[src/rtl/vend_controller.sv]
// vend_controller: vending machine transaction controller.
// Owns the customer credit, registers coin strobes, sequences purchase,
// the dispense handshake and change payout, and shows credit as BCD digits.
module vend_controller #(
  parameter int unsigned PRICE_0    = 15,
  parameter int unsigned PRICE_1    = 20,
  parameter int unsigned PRICE_2    = 25,
  parameter int unsigned PRICE_3    = 40,
  parameter int unsigned MAX_CREDIT = 9995
) (
  input  logic       clk,
  input  logic       clear,
  input  logic [2:0] money,
  input  logic       put_money,
  input  logic [1:0] select,
  input  logic       buy,
  input  logic       cancel,
  output logic       dispense_valid,
  output logic [1:0] dispense_item,
  input  logic       dispense_ack,
  output logic       change_valid,
  output logic [2:0] change_coin,
  input  logic       change_ack,
  output logic       coin_reject,
  output logic       insufficient,
  output logic       busy,
  output logic [3:0] money_0,
  output logic [3:0] money_1,
  output logic [3:0] money_2,
  output logic [3:0] money_3
);

  localparam int unsigned CW  = 14;
  localparam int unsigned BW  = 16;
  localparam int unsigned DDW = CW + BW;

  typedef enum logic [1:0] {
    ST_IDLE,
    ST_CREDIT,
    ST_DISPENSE,
    ST_CHANGE
  } state_t;

  state_t          state_q, state_d;
  logic [CW-1:0]   credit_q, credit_d;
  logic            put_q;
  logic            coin_ev;
  logic [CW-1:0]   coin_val;
  logic [CW:0]     coin_sum;
  logic [CW-1:0]   price;
  logic [CW-1:0]   change_val;
  logic [1:0]      item_d;
  logic            reject_d;
  logic            insuff_d;
  logic [2:0]      change_coin_d;
  logic [BW-1:0]   bcd;

  // Credit value of a coin code; zero marks an invalid code.
  function automatic logic [CW-1:0] coin_value(input logic [2:0] code);
    logic [CW-1:0] v;
    case (code)
      3'b001:  v = CW'(5);
      3'b010:  v = CW'(10);
      3'b011:  v = CW'(20);
      3'b100:  v = CW'(50);
      3'b101:  v = CW'(100);
      default: v = '0;
    endcase
    return v;
  endfunction

  // Largest coin code whose value does not exceed the given credit.
  function automatic logic [2:0] change_code(input logic [CW-1:0] c);
    logic [2:0] code;
    if (c >= CW'(100))      code = 3'b101;
    else if (c >= CW'(50))  code = 3'b100;
    else if (c >= CW'(20))  code = 3'b011;
    else if (c >= CW'(10))  code = 3'b010;
    else if (c >= CW'(5))   code = 3'b001;
    else                    code = 3'b000;
    return code;
  endfunction

  // Rising edge of the coin strobe registers exactly one coin.
  assign coin_ev    = put_money && !put_q;
  assign coin_val   = coin_value(money);
  assign coin_sum   = {1'b0, credit_q} + {1'b0, coin_val};
  assign change_val = coin_value(change_code(credit_q));

  // Price of the currently selected item.
  always_comb begin
    price = CW'(PRICE_0);
    case (select)
      2'd0: price = CW'(PRICE_0);
      2'd1: price = CW'(PRICE_1);
      2'd2: price = CW'(PRICE_2);
      2'd3: price = CW'(PRICE_3);
      default: price = CW'(PRICE_0);
    endcase
  end

  // Next-state, credit and pulse logic for the transaction FSM.
  always_comb begin
    state_d  = state_q;
    credit_d = credit_q;
    item_d   = dispense_item;
    reject_d = 1'b0;
    insuff_d = 1'b0;
    case (state_q)
      ST_IDLE, ST_CREDIT: begin
        if (cancel && (credit_q != '0)) begin
          state_d  = ST_CHANGE;
          reject_d = coin_ev;
        end else if (buy) begin
          reject_d = coin_ev;
          if (credit_q >= price) begin
            credit_d = credit_q - price;
            item_d   = select;
            state_d  = ST_DISPENSE;
          end else begin
            insuff_d = 1'b1;
          end
        end else if (coin_ev) begin
          if ((coin_val == '0) || (coin_sum > (CW+1)'(MAX_CREDIT))) begin
            reject_d = 1'b1;
          end else begin
            credit_d = coin_sum[CW-1:0];
            state_d  = ST_CREDIT;
          end
        end
      end
      ST_DISPENSE: begin
        reject_d = coin_ev;
        if (dispense_ack) begin
          state_d = (credit_q != '0) ? ST_CHANGE : ST_IDLE;
        end
      end
      ST_CHANGE: begin
        reject_d = coin_ev;
        if (change_ack) begin
          credit_d = credit_q - change_val;
          if (credit_q == change_val) begin
            state_d = ST_IDLE;
          end
        end
      end
      default: begin
        state_d = ST_IDLE;
      end
    endcase
  end

  // Change coin shown for the credit that will be held after this edge.
  always_comb begin
    change_coin_d = 3'b000;
    if (state_d == ST_CHANGE) begin
      change_coin_d = change_code(credit_d);
    end
  end

  // State, credit, coin edge detector and registered outputs.
  always_ff @(posedge clk or posedge clear) begin
    if (clear) begin
      state_q        <= ST_IDLE;
      credit_q       <= '0;
      put_q          <= 1'b0;
      dispense_valid <= 1'b0;
      dispense_item  <= 2'd0;
      change_valid   <= 1'b0;
      change_coin    <= 3'b000;
      coin_reject    <= 1'b0;
      insufficient   <= 1'b0;
      busy           <= 1'b0;
    end else begin
      state_q        <= state_d;
      credit_q       <= credit_d;
      put_q          <= put_money;
      dispense_valid <= (state_d == ST_DISPENSE);
      dispense_item  <= item_d;
      change_valid   <= (state_d == ST_CHANGE);
      change_coin    <= change_coin_d;
      coin_reject    <= reject_d;
      insufficient   <= insuff_d;
      busy           <= (state_d == ST_DISPENSE) || (state_d == ST_CHANGE);
    end
  end

  // Binary credit to four BCD digits (shift-and-add-3).
  always_comb begin
    logic [DDW-1:0] dd;
    dd = {BW'(0), credit_q};
    for (int i = 0; i < int'(CW); i++) begin
      for (int d = 0; d < 4; d++) begin
        if (dd[CW + 4*d +: 4] >= 4'd5) begin
          dd[CW + 4*d +: 4] = dd[CW + 4*d +: 4] + 4'd3;
        end
      end
      dd = {dd[DDW-2:0], 1'b0};
    end
    bcd = dd[DDW-1:CW];
  end

  assign money_0 = bcd[3:0];
  assign money_1 = bcd[7:4];
  assign money_2 = bcd[11:8];
  assign money_3 = bcd[15:12];

endmodule

[config.mk]
export PLATFORM = sky130hd
export DESIGN_NAME = vend_controller
export DESIGN_NICKNAME = d
export VERILOG_FILES = /design/src/rtl/vend_controller.sv
export SDC_FILE = /design/constraint.sdc
export NUM_CORES = 1
export LEC_CHECK = 0
export BUFFER_PORTS_ARGS = -buffer_cell sky130_fd_sc_hd__clkbuf_2
export CORE_MARGIN = 10
export CORE_UTILIZATION = 30
export CTS_CLUSTER_DIAMETER = 80
export DETAILED_ROUTE_END_ITERATION = 8
export GPL_TIMING_DRIVEN = 0
export SYNTH_ARGS = -nofsm -noshare
export SYNTH_HDL_FRONTEND = slang
export SYNTH_SLANG_ARGS = --single-unit
[constraint.sdc]
create_clock -name clk -period 15.38 [get_ports clk]
set_input_delay 1.538 -clock clk [delete_from_list [all_inputs] [get_ports clk]]
set_output_delay 1.538 -clock clk [all_outputs]
set_load 0.1 [all_outputs]
# Yosys cells after proc, flatten, opt, wreduce, memory -nomap -nowiden
# Index checks and enable logic that the tools add are counted.
# W data, S select, Z words.
[word_totals] reg_bits=27 latch_bits=0 mem_bits_rw=0 romBits=0 input_bits=12 wordCells=175 n_memories=0
[classes] add_sub_neg=29 multipliers=0 div_mod_pow=0 n_lt_le_gt_ge=38 n_eq_ne=19 shift=0 n_mux=66 bitwise_logic=1 n_reduce_logical=12
[ops] operator="$mux W4" n=24
[ops] operator="$ge A4 B3 Y1 const B" n=22
[ops] operator="$add A4 B2 Y4 const B" n=21
[ops] operator="$mux W14" n=6
[ops] operator="$pmux W7 S5" n=2
[ops] operator="$pmux W14 S4" n=1
[ops] operator="$ge A14 B3 Y1 const B" n=2
[ops] operator="$ge A14 B4 Y1 const B" n=2
[ops] operator="$ge A14 B5 Y1 const B" n=2
[ops] operator="$ge A14 B6 Y1 const B" n=2
[ops] operator="$ge A14 B7 Y1 const B" n=2
[ops] operator="$pmux W14 S2" n=1
[ops] operator="$sub A14 B14 Y14" n=2
[ops] operator="$mux W2" n=13
[ops] operator="$mux W3" n=7
[ops] operator="$add A14 B14 Y15" n=1
[ops] operator="$gt A15 B14 Y1 const B" n=1
[ops] operator="$eq A14 B14 Y1" n=1
[ops] operator="$ge A14 B14 Y1" n=1
[ops] operator="$logic_not A14 Y1" n=1
[ops] operator="$reduce_bool A14 Y1" n=1
[ops] operator="$add A3 B2 Y4 const B" n=3
[ops] operator="$eq A2 B2 Y1 const B" n=6
[ops] operator="$eq A3 B2 Y1 const B" n=4
[ops] operator="other kinds (15)" n=37

# Logic depth before layout (Yosys ltp)
# Gate-level depths: netlist of the first run.
[depth] depth_word=22 depth_mapped=48

# Least setup slack after synthesis of the first run
# No wires, ideal clock.
[synth_path] kind="register to output" from="reg credit_q[12]" to="out money_3[2]" arrival_time_ns=10.344 slack_ns=3.498 path_stages_with_launch=46 n_path_buf=1 cell_sequence="dfrtp_1 -> buf_6 -> inv_1 -> ha_1 -> or2_2 -> a21oi_1 -> ha_1 -> nand2b_1 -> and4_1 -> o221ai_2 -> ha_1 -> nand2b_1 -> nand2_1 -> mux2_4 -> inv_4 -> ha_1 -> o21ai_0 -> o21ai_0 -> [10 not listed] -> nand2_1 -> inv_1 -> ha_1 -> nand3b_1 -> a211o_1 -> a21o_1 -> a221oi_2 -> ha_1 -> o21ai_0 -> a21oi_1 -> a311oi_4 -> nor2_2 -> xnor2_2 -> ha_1 -> nand2b_1 -> a21oi_1 -> a31oi_1 -> o21ai_0"
[synth_via] elab_chain_len=22 word_cells_on_any_way=60 classes_between="add/sub: 20; order compare: 20; mux: 20"
[synth_rtl] item="start, declared" line_no="45" source="logic [CW-1:0] credit_q, credit_d;"
[synth_rtl] item="start signal, assigned" line_no="176" source="credit_q <= credit_d;"
[synth_rtl] item="$add A3 B2 Y4 / $ge A3 B3 Y1 (equally long branches)" line_no="195, 194"
[synth_rtl] item="$mux W4 *" line_no="194" source="if (dd[CW + 4*d +: 4] >= 4'd5) begin"
[synth_rtl] item="$add A4 B2 Y4 / $ge A4 B3 Y1 (equally long branches)" line_no="195, 194"
[synth_rtl] item="$mux W4" line_no="194"
[synth_rtl] item="$ge A4 B3 Y1 / $add A4 B2 Y4 (equally long branches)" line_no="194, 195"
[synth_rtl] item="$mux W4" line_no="194"
[synth_rtl] item="$add A4 B2 Y4, or another cell as far along" line_no="195" source="dd[CW + 4*d +: 4] = dd[CW + 4*d +: 4] + 4'd3;"
[synth_rtl] item="$mux W4" line_no="194"
[synth_rtl] item="[6 not listed]"
[synth_rtl] item="$add A4 B2 Y4 / $ge A4 B3 Y1 (equally long branches)" line_no="195, 194"
[synth_rtl] item="$mux W4" line_no="194"
[synth_rtl] item="$add A4 B2 Y4 / $ge A4 B3 Y1 (equally long branches)" line_no="195, 194"
[synth_rtl] item="$mux W4" line_no="194"
[synth_rtl] item="$add A4 B2 Y4, or another cell as far along" line_no="195"
[synth_rtl] item="$mux W4 / $mux W3 (equally long branches)" line_no="194"
[synth_rtl] item="$ge A4 B3 Y1 / $add A3 B2 Y3 (equally long branches)" line_no="194, 195"
[synth_rtl] item="$mux W3 *" line_no="194"
[synth_rtl] item="end, declared" line_no="30" source="output logic [3:0] money_3"
# Mark *: on every way between the ends. The rest lies on a longest branch, timed or not.

# Worst setup path in the final report of the first run
# Ends and elaborated chain as after synthesis.

==> impl_metrics.ini, run 1 <==
[run_status]
status = finished with violations
violations = capacitance limit, slew limit

[worst_setup_path]
worstPathRequired_ns = 13.84
end_kind = output pin
r2r_slack_ns = 9.48
worstSetupStartpointType = register
critPathMaxStageDelay_ns = 0.50
rr_worst_depth = 19
critPathMaxFanout = 10
cp_slowest_cell = a311oi_4
cp.arrival_ns = 10.51
critical_path_class = reg -> out
crit_top_cell = ha_1

[grt]
grt_max_degree = 27
antenna_found_initial = 0
use_met1 = 0.162
busiest_layer = met2
grt_remaining_overflow = 0
grt_pass1_wl_mm = 30.2
grt_pass1_vias = 6334
use_met3 = 0.0141
gr-usage-met2 = 0.203
grt_util_all_layers = 0.120

[synthesis]
yosysTopAreaCellShare = 0.100
syn-instance-count = 908
syn-cell-area_um2 = 6480
yosysUniqueCellTypes = 113
async_flop_share = 1.00
seq_area_frac_synth = 0.100
synth_fp_nets = 968
yosysMostFrequentCell = nand2_1
synth_area_leaders = dfrtp_1 (10%), ha_1 (8.7%), a21oi_1 (5.6%), nand2_1 (5.2%), xnor2_1 (4.6%)
synth_top_cell_by_area = dfrtp_1
synth_ff_type = dfrtp_1
synth_edf_count = 0
netlist_top_cells_count = nand2_1 (89), nor2_1 (75), a21oi_1 (73), o21ai_0 (52), inv_1 (51)
syn_area_per_cell_um2 = 7.13
yosys_warnings = 0
synth_seq_cells = 26

[clocking]
post-cts-setup-buffers = 0
postCtsResizedCells = 0
h-tree-depth = 1
clockBufferDepth = 2
cts_hold_buf = 0
cts-root-buf = clkbuf_16
clk_transition_reported_paths_ns = 0.07
tritoncts = built
clock_latency_ns = 0.27
clock_sinks = 26
numCtsBuffers = 3

[detailed_routing]
detail-route-antenna-nets = 0
route.detailed.drc = 0
routedWlPerCell_um = 15.0
via_count = 6944
via_per_inst = 5.69
wirelength_mm = 18.3
drtIter0Drc = 530
firstDrtPassIters = 7

[timing]
maxSlewHeadroom = -0.0205
tns_ns = 0
finalSetupViolCount = 0
rsz0062_at_grt = false
post-route-period-util = 0.783
clock_skew_ns = 0.00651
finalCriticalPeriod_ns = 12.05
fmax_mhz = 83.0
worstMarginPinSlew_ns = 1.49
worst_slack_ns = 3.33
hold_viol = 0
slew_viol_final = 1

[worst_hold_path]
hold_path_depth = 2
hp-class = reg -> reg

[floorplanning]
io_pins = 38
die_area_um2 = 27900
fp.coreArea_um2 = 21200
num_rows = 53
die_w_um = 167
die_height_um = 167
start_util = 0.306

[finish]
final_core_util = 0.336
final_area_um2 = 7100
areaGrowthSynthToFinish_pct = 9.64
drive_gt1_frac = 0.122
diodes = 0
nNetsFinal = 1007

[placed_design]
dp_slack_ns = 3.62
detailed_place_hpwl_mm = 14.4
gp_congestion = 0.931
placed_area_um2 = 7000
io_buffers = 34

[run]
cap_violations = 1
## critical path: cells and delay by family, from the launching register on
family,cells,cell delay [ns]
xor gates and xnor gates,1,0.22
DFF,1,0.36
muxes,2,0.49
AOI/OAI and AO/OA,15,3.61
adders and majority gates,9,2.28
and+or+nand+nor,14,2.25
buffers and inverters,7,1.02
## cells by family (layout without fill, tap and decap cells)
family / Yosys count / in the layout / share of synthesized area
XOR/XNOR: 42 / 42 / 0.0591
multiplexers: 20 / 20 / 0.0338
AO/OA/AOI/OAI: 336 / 336 / 0.380
adder cells (fa/ha/maj): 50 / 50 / 0.0993
flip-flops: 26 / 26 / 0.100
AND/OR/NAND/NOR: 335 / 335 / 0.264
buffers and inverters: 99 / 137 / 0.0630
## path summary, 6_finish.rpt
kind                             startpoint                to
min in group asynchronous             clear       credit_q[4]
min                        dispense_item[0]  dispense_item[0]
min reg2reg                dispense_item[0]  dispense_item[0]
max reg2reg                     credit_q[1]    change_coin[1]
max                            credit_q[12]        money_3[2]
max in group asynchronous             clear      insufficient
## metal layers
metal / share of wire / wire length, µm
met5: 0 / 0
met4: 0.0099 / 180
met2: 0.47 / 8500
met1: 0.48 / 8720
met3: 0.047 / 856
## metrics by stage
stage          hold slack, ns  instances
2_1_floorplan           0.521        908
3_3_place_gp            0.470       1217
3_5_place_dp            0.474       1217
4_1_cts                 0.497       1221
5_1_grt                 0.513       1221
6_report                0.493       1221
## final cells by class
cell class	count	area (µm²)
inverters	53	201
repair buffers	34	170
flip-flops and latches	26	651
plain buffers	46	206
fillers	2273	14100
clock buffers	3	75.1
clock inverters	1	30.0
multi-input cells	783	5420
well taps	275	344
## state kept, by name (all words and copies together), names as in the netlist
register	cells
coin_reject	1
credit_q	14
change_coin	3
state_q	1
change_valid	1
put_q	1
dispense_item	2
busy	1
dispense_valid	1
insufficient	1
## placed cells by master (no fill, tap or decap), types with 5 or more instances in the layout
| master | count |
|---|---|
| nand2b_1 | 10 |
| clkbuf_2 | 34 |
| o21ai_0 | 52 |
| o311ai_0 | 6 |
| nand2_1 | 89 |
| a21oi_1 | 73 |
| nand4_1 | 6 |
| buf_2 | 6 |
| a211o_1 | 8 |
| nor3_1 | 27 |
| a211oi_2 | 8 |
| or3_1 | 9 |
| dfrtp_1 | 26 |
| mux2i_1 | 12 |
| a31oi_1 | 10 |
| nand3_1 | 33 |
| o21ai_1 | 8 |
| clkbuf_1 | 31 |
| a22oi_1 | 7 |
| o211ai_1 | 11 |
| and2_1 | 11 |
| and3_1 | 8 |
| nor2b_1 | 11 |
| xor2_1 | 6 |
| ha_1 | 45 |
| nor2_1 | 75 |
| o31ai_1 | 8 |
| a211oi_1 | 16 |
| inv_1 | 51 |
| mux2_2 | 5 |
| nor4_1 | 12 |
| a22o_1 | 6 |
| o22ai_1 | 19 |
| nand3b_1 | 9 |
| o21bai_1 | 9 |
| o21a_1 | 8 |
| xnor2_1 | 34 |
| a21o_1 | 15 |
Power of run 1 is not shown: default switching activity piles up to over one toggle a cycle in this logic, so the estimate is an artifact.
==> run 2, diff against run 1 <==
clock period = 12 ns   (was 15.38 ns; I/O delays follow)
==> impl_metrics.ini, run 2 (same netlist as run 1, synthesis figures left out) <==
[run_status]
status = finished with violations
violations = capacitance limit, slew limit

[clocking]
numCtsBuffers = 3
h-tree-depth = 1
clk_transition_reported_paths_ns = 0.07
cts_hold_buf = 0
clockBufferDepth = 2
cts-root-buf = clkbuf_16
clock_latency_ns = 0.27
clock_sinks = 26
tritoncts = built

[floorplanning]
start_util = 0.306
die_area_um2 = 27900
io_pins = 38
die_w_um = 167
fp.coreArea_um2 = 21200
die_height_um = 167
num_rows = 53

[timing]
post-route-period-util = 0.924
finalCriticalPeriod_ns = 11.09
worst_slack_ns = 0.914
fmax_mhz = 90.2
clock_skew_ns = 0.00631
tns_ns = 0
rsz0062_at_grt = false
finalSetupViolCount = 0
slew_viol_final = 5
maxSlewHeadroom = -0.0449
worstMarginPinSlew_ns = 1.53
hold_viol = 0

[finish]
largestRegisters = credit_q (14), change_coin (3), dispense_item (2)
nNetsFinal = 1011
final_cell_mix = nand2_1 (89), nor2_1 (75), a21oi_1 (72)
largest_register_ff_count = 14
final_area_um2 = 7190
final_common_cell = nand2_1
diodes = 0
drive_gt1_frac = 0.127
areaGrowthSynthToFinish_pct = 11.0
largest-register = credit_q

[worst_setup_path]
critPathMaxStageDelay_ns = 0.38
path_delay_family = compound AO/OA/AOI/OAI gates
rr_worst_depth = 19
critPathMaxFanout = 10
cp.arrival_ns = 9.89
r2r_slack_ns = 6.14
r2r-start = credit_q[1]
cp_slowest_cell = clkbuf_4
crit_top_cell = ha_1
worstPathRequired_ns = 10.80
worstSetupStartpointType = register
critical_path_class = reg -> out
r2r-end = change_coin[1]
end_kind = output pin
cp.buffers_inverters = 9

[worst_hold_path]
hp-class = reg -> reg
holdPathEnd = dispense_item[0]
hold_path_depth = 2
worstHoldStart = dispense_item[0]

[detailed_routing]
via_per_inst = 5.67
routedWlPerCell_um = 15.0
wirelength_mm = 18.4
drtIter0Drc = 488
via_count = 6948
firstDrtPassIters = 7
detail-route-antenna-nets = 0
route.detailed.drc = 0

[grt]
grt_remaining_overflow = 0
grt_pass1_vias = 6334
antenna_found_initial = 0
grt_max_degree = 27
grt_util_all_layers = 0.120
grt_pass1_wl_mm = 30.2

[placed_design]
gp_congestion = 0.931
detailed_place_hpwl_mm = 14.4
placed_area_um2 = 7000
dp_slack_ns = 0.575
io_buffers = 34

[run]
cap_violations = 1
run 2: layout make-up:
type | instances | area, µm²
flip-flops and latches | 26 | 651
clock inverters | 1 | 30.0
plain buffers | 46 | 206
well taps | 275 | 344
fillers | 2265 | 14000
clock buffers | 3 | 75.1
multi-input cells | 783 | 5460
repair buffers | 38 | 225
inverters | 53 | 201
run 2: worst min-delay path, cell delays in order, from the launching register on:
cell and delay [ns]:
dfrtp_1 0.35, nand2_1 0.04, o21ai_0 0.07
run 2: repair_timing:
item                                    4_1_cts  5_1_grt
buffers inserted                              0        4
gates resized for setup                       0       15
endpoints found under the setup margin        0        7
run 2: routing by layer:
layer | GRT usage | share of wire
met3 | 0.0141 | 0.039
met2 | 0.203 | 0.46
met1 | 0.162 | 0.48
met5 | 0 | 0
met4 | 0.0179 | 0.012
run 2: how the worst max path moves through the flow:
| stage | from | end | slack (ns) | depth (start not counted) |
|---|---|---|---|---|
| after floorplan | credit_q[12] | money_3[2] | 0.46 | 45 |
| after global placement | credit_q[12] | money_3[2] | 0.74 | 48 |
| after detailed placement | credit_q[12] | money_3[2] | 0.57 | 48 |
| after CTS | credit_q[12] | money_3[2] | 0.26 | 48 |
| after global routing | credit_q[12] | money_2[0] | 0.04 | 49 |
| final | credit_q[12] | money_3[2] | 0.91 | 49 |
run 2: through the flow:
stage / util / hold WS, ns / std cells
6_report: 0.340 / 0.493 / 1225
2_1_floorplan: - / 0.521 / 908
4_1_cts: 0.336 / 0.497 / 1221
5_1_grt: 0.340 / 0.513 / 1225
3_3_place_gp: 0.331 / 0.470 / 1217
3_5_place_dp: 0.331 / 0.474 / 1217
Power of run 2 is left out for the same reason.
==> run 3, diff against run 2 <==
ABC_AREA = 1   (was default)
==> impl_metrics.ini, run 3 <==
[run_status]
status = completed

[clocking]
postCtsResizedCells = 0
clock_latency_ns = 0.28
clockBufferDepth = 2
numCtsBuffers = 3
cts_hold_buf = 0
tritoncts = built
post-cts-setup-buffers = 0
clk_transition_reported_paths_ns = 0.08
clock_sinks = 26
h-tree-depth = 1
cts-root-buf = clkbuf_16

[worst_setup_path]
crit_top_cell = nand2_1
critPathMaxFanout = 8
end_kind = output pin
critical_path_class = reg -> out
critPathMaxStageDelay_ns = 0.47
worstSetupStartpointType = register
cp_slowest_cell = clkbuf_2
worstPathRequired_ns = 10.80
cp.arrival_ns = 8.21

[finish]
largest_register_ff_count = 14
largest-register = credit_q
largestRegisters = credit_q (14), change_coin (3), dispense_item (2)
drive_gt1_frac = 0.159
areaGrowthSynthToFinish_pct = 10.1
final_cell_mix = nand2_1 (245), inv_1 (147), nand3_1 (70)
final_common_cell = nand2_1
final_core_util = 0.338
fillCellCount = 2064
diodes = 0
nNetsFinal = 1068

[timing]
finalCriticalPeriod_ns = 9.41
worstMarginPinSlew_ns = 1.02
maxSlewHeadroom = 0.323
hold_viol = 0
clock_skew_ns = 0.0115
finalSetupViolCount = 0
post-route-period-util = 0.784
fmax_mhz = 106
tns_ns = 0
rsz0062_at_grt = false
slew_viol_final = 0

[synthesis]
yosysUniqueCellTypes = 56
synth_ff_type = dfrtp_1
yosysTopAreaCellShare = 0.160
synth_top_cell_by_area = nand2_1
yosysMostFrequentCell = nand2_1
async_flop_share = 1.00
synth_area_leaders = nand2_1 (16%), dfrtp_1 (11%), ha_1 (9.8%), inv_1 (9.6%), nand3_1 (6.1%)
synth_edf_count = 0
synth_fp_nets = 1026
syn_area_per_cell_um2 = 5.95
yosys_warnings = 0
netlist_top_cells_count = nand2_1 (245), inv_1 (147), nand3_1 (70), nor2_1 (68), o21ai_0 (61)
seq_area_frac_synth = 0.113
syn-instance-count = 966
syn-cell-area_um2 = 5750
synth_seq_cells = 26

[grt]
grt_max_degree = 27
grt_remaining_overflow = 0
grt_pass1_wl_mm = 26.2
grt_util_all_layers = 0.123
grt_pass1_vias = 5716
antenna_found_initial = 0

[detailed_routing]
routedWlPerCell_um = 12.2
via_count = 6113
top_layer_used = met4
wirelength_mm = 15.2
detail-route-antenna-nets = 0
via_per_inst = 4.93
route.detailed.drc = 0
met1_length_mm = 7.32
firstDrtPassIters = 5
drtIter0Drc = 339
met2_length_mm = 7.00
wl_met3_um = 492

[placed_design]
gp_congestion = 0.916
detailed_place_hpwl_mm = 12.6
io_buffers = 37

[floorplanning]
io_pins = 38
die_area_um2 = 25100
start_util = 0.306
num_rows = 50
fp.coreArea_um2 = 18800
die_w_um = 158
die_height_um = 158

[run]
cap_violations = 0

[worst_hold_path]
hp-class = reg -> reg
run 3: area by class of cell:
class | count | area, µm² | share of cell area
sequential | 26 | 651 | 0.103
clock buffer | 3 | 75.1 | 0.0119
clock inverter | 1 | 30.0 | 0.00474
multi-input combinational | 757 | 4380 | 0.691
buffer | 21 | 111 | 0.0176
inverter | 162 | 609 | 0.0962
timing repair buffer | 37 | 185 | 0.0292
tap | 234 | 293 | 0.0462
run 3: per-stage QoR:
step / cells / hold slack, ns / worst slack [ns] / cell area [µm²]
2_1_floorplan: 966 / 0.465 / 2.73 / 5750
3_3_place_gp: 1237 / 0.472 / 2.93 / 6230
3_5_place_dp: 1237 / 0.480 / 2.84 / 6230
4_1_cts: 1241 / 0.496 / 2.53 / 6330
5_1_grt: 1241 / 0.543 / 1.68 / 6330
6_report: 1241 / 0.490 / 2.59 / 6330
run 3: cell families after synthesis:
logic type / Yosys count / share of synthesized area
xor+xnor: 28 / 0.0452
flops: 26 / 0.113
simple gates: 513 / 0.431
buf+inv: 183 / 0.125
fa+ha+maj: 48 / 0.108
compound gates: 168 / 0.178
run 3: path summary, 6_finish.rpt:
check | start | to | slack (ns) | cells past startpoint
worst min register to register | dispense_item[0] | dispense_item[0] | 0.49 | 2
min in group asynchronous | clear | change_coin[1] | 1.13 | 2
worst max-delay path | credit_q[12] | money_3[1] | 2.59 | 61
worst min-delay path | dispense_item[0] | dispense_item[0] | 0.49 | 2
worst max register to register | credit_q[8] | change_coin[0] | 6.25 | 31
max in group asynchronous | clear | insufficient | 10.24 | 2
run 3: routing by layer:
layer | track usage | vias up
li1 | - | 3256
met1 | 0.157 | 2713
met2 | 0.214 | 116
met3 | 0.0127 | 28
met4 | 0.0313 | 0
met5 | 0 | -
run 3: critical path: cells and delay by family, from the launching register on:
kind / cells / cell delay, ns
AOI/OAI and AO/OA: 3 / 0.43
xor gates and xnor gates: 2 / 0.38
adders and majority gates: 9 / 1.67
buffers and inverters: 12 / 1.36
DFF: 1 / 0.37
and+or+nand+nor: 35 / 3.70
Power of run 3 is left out for the same reason.
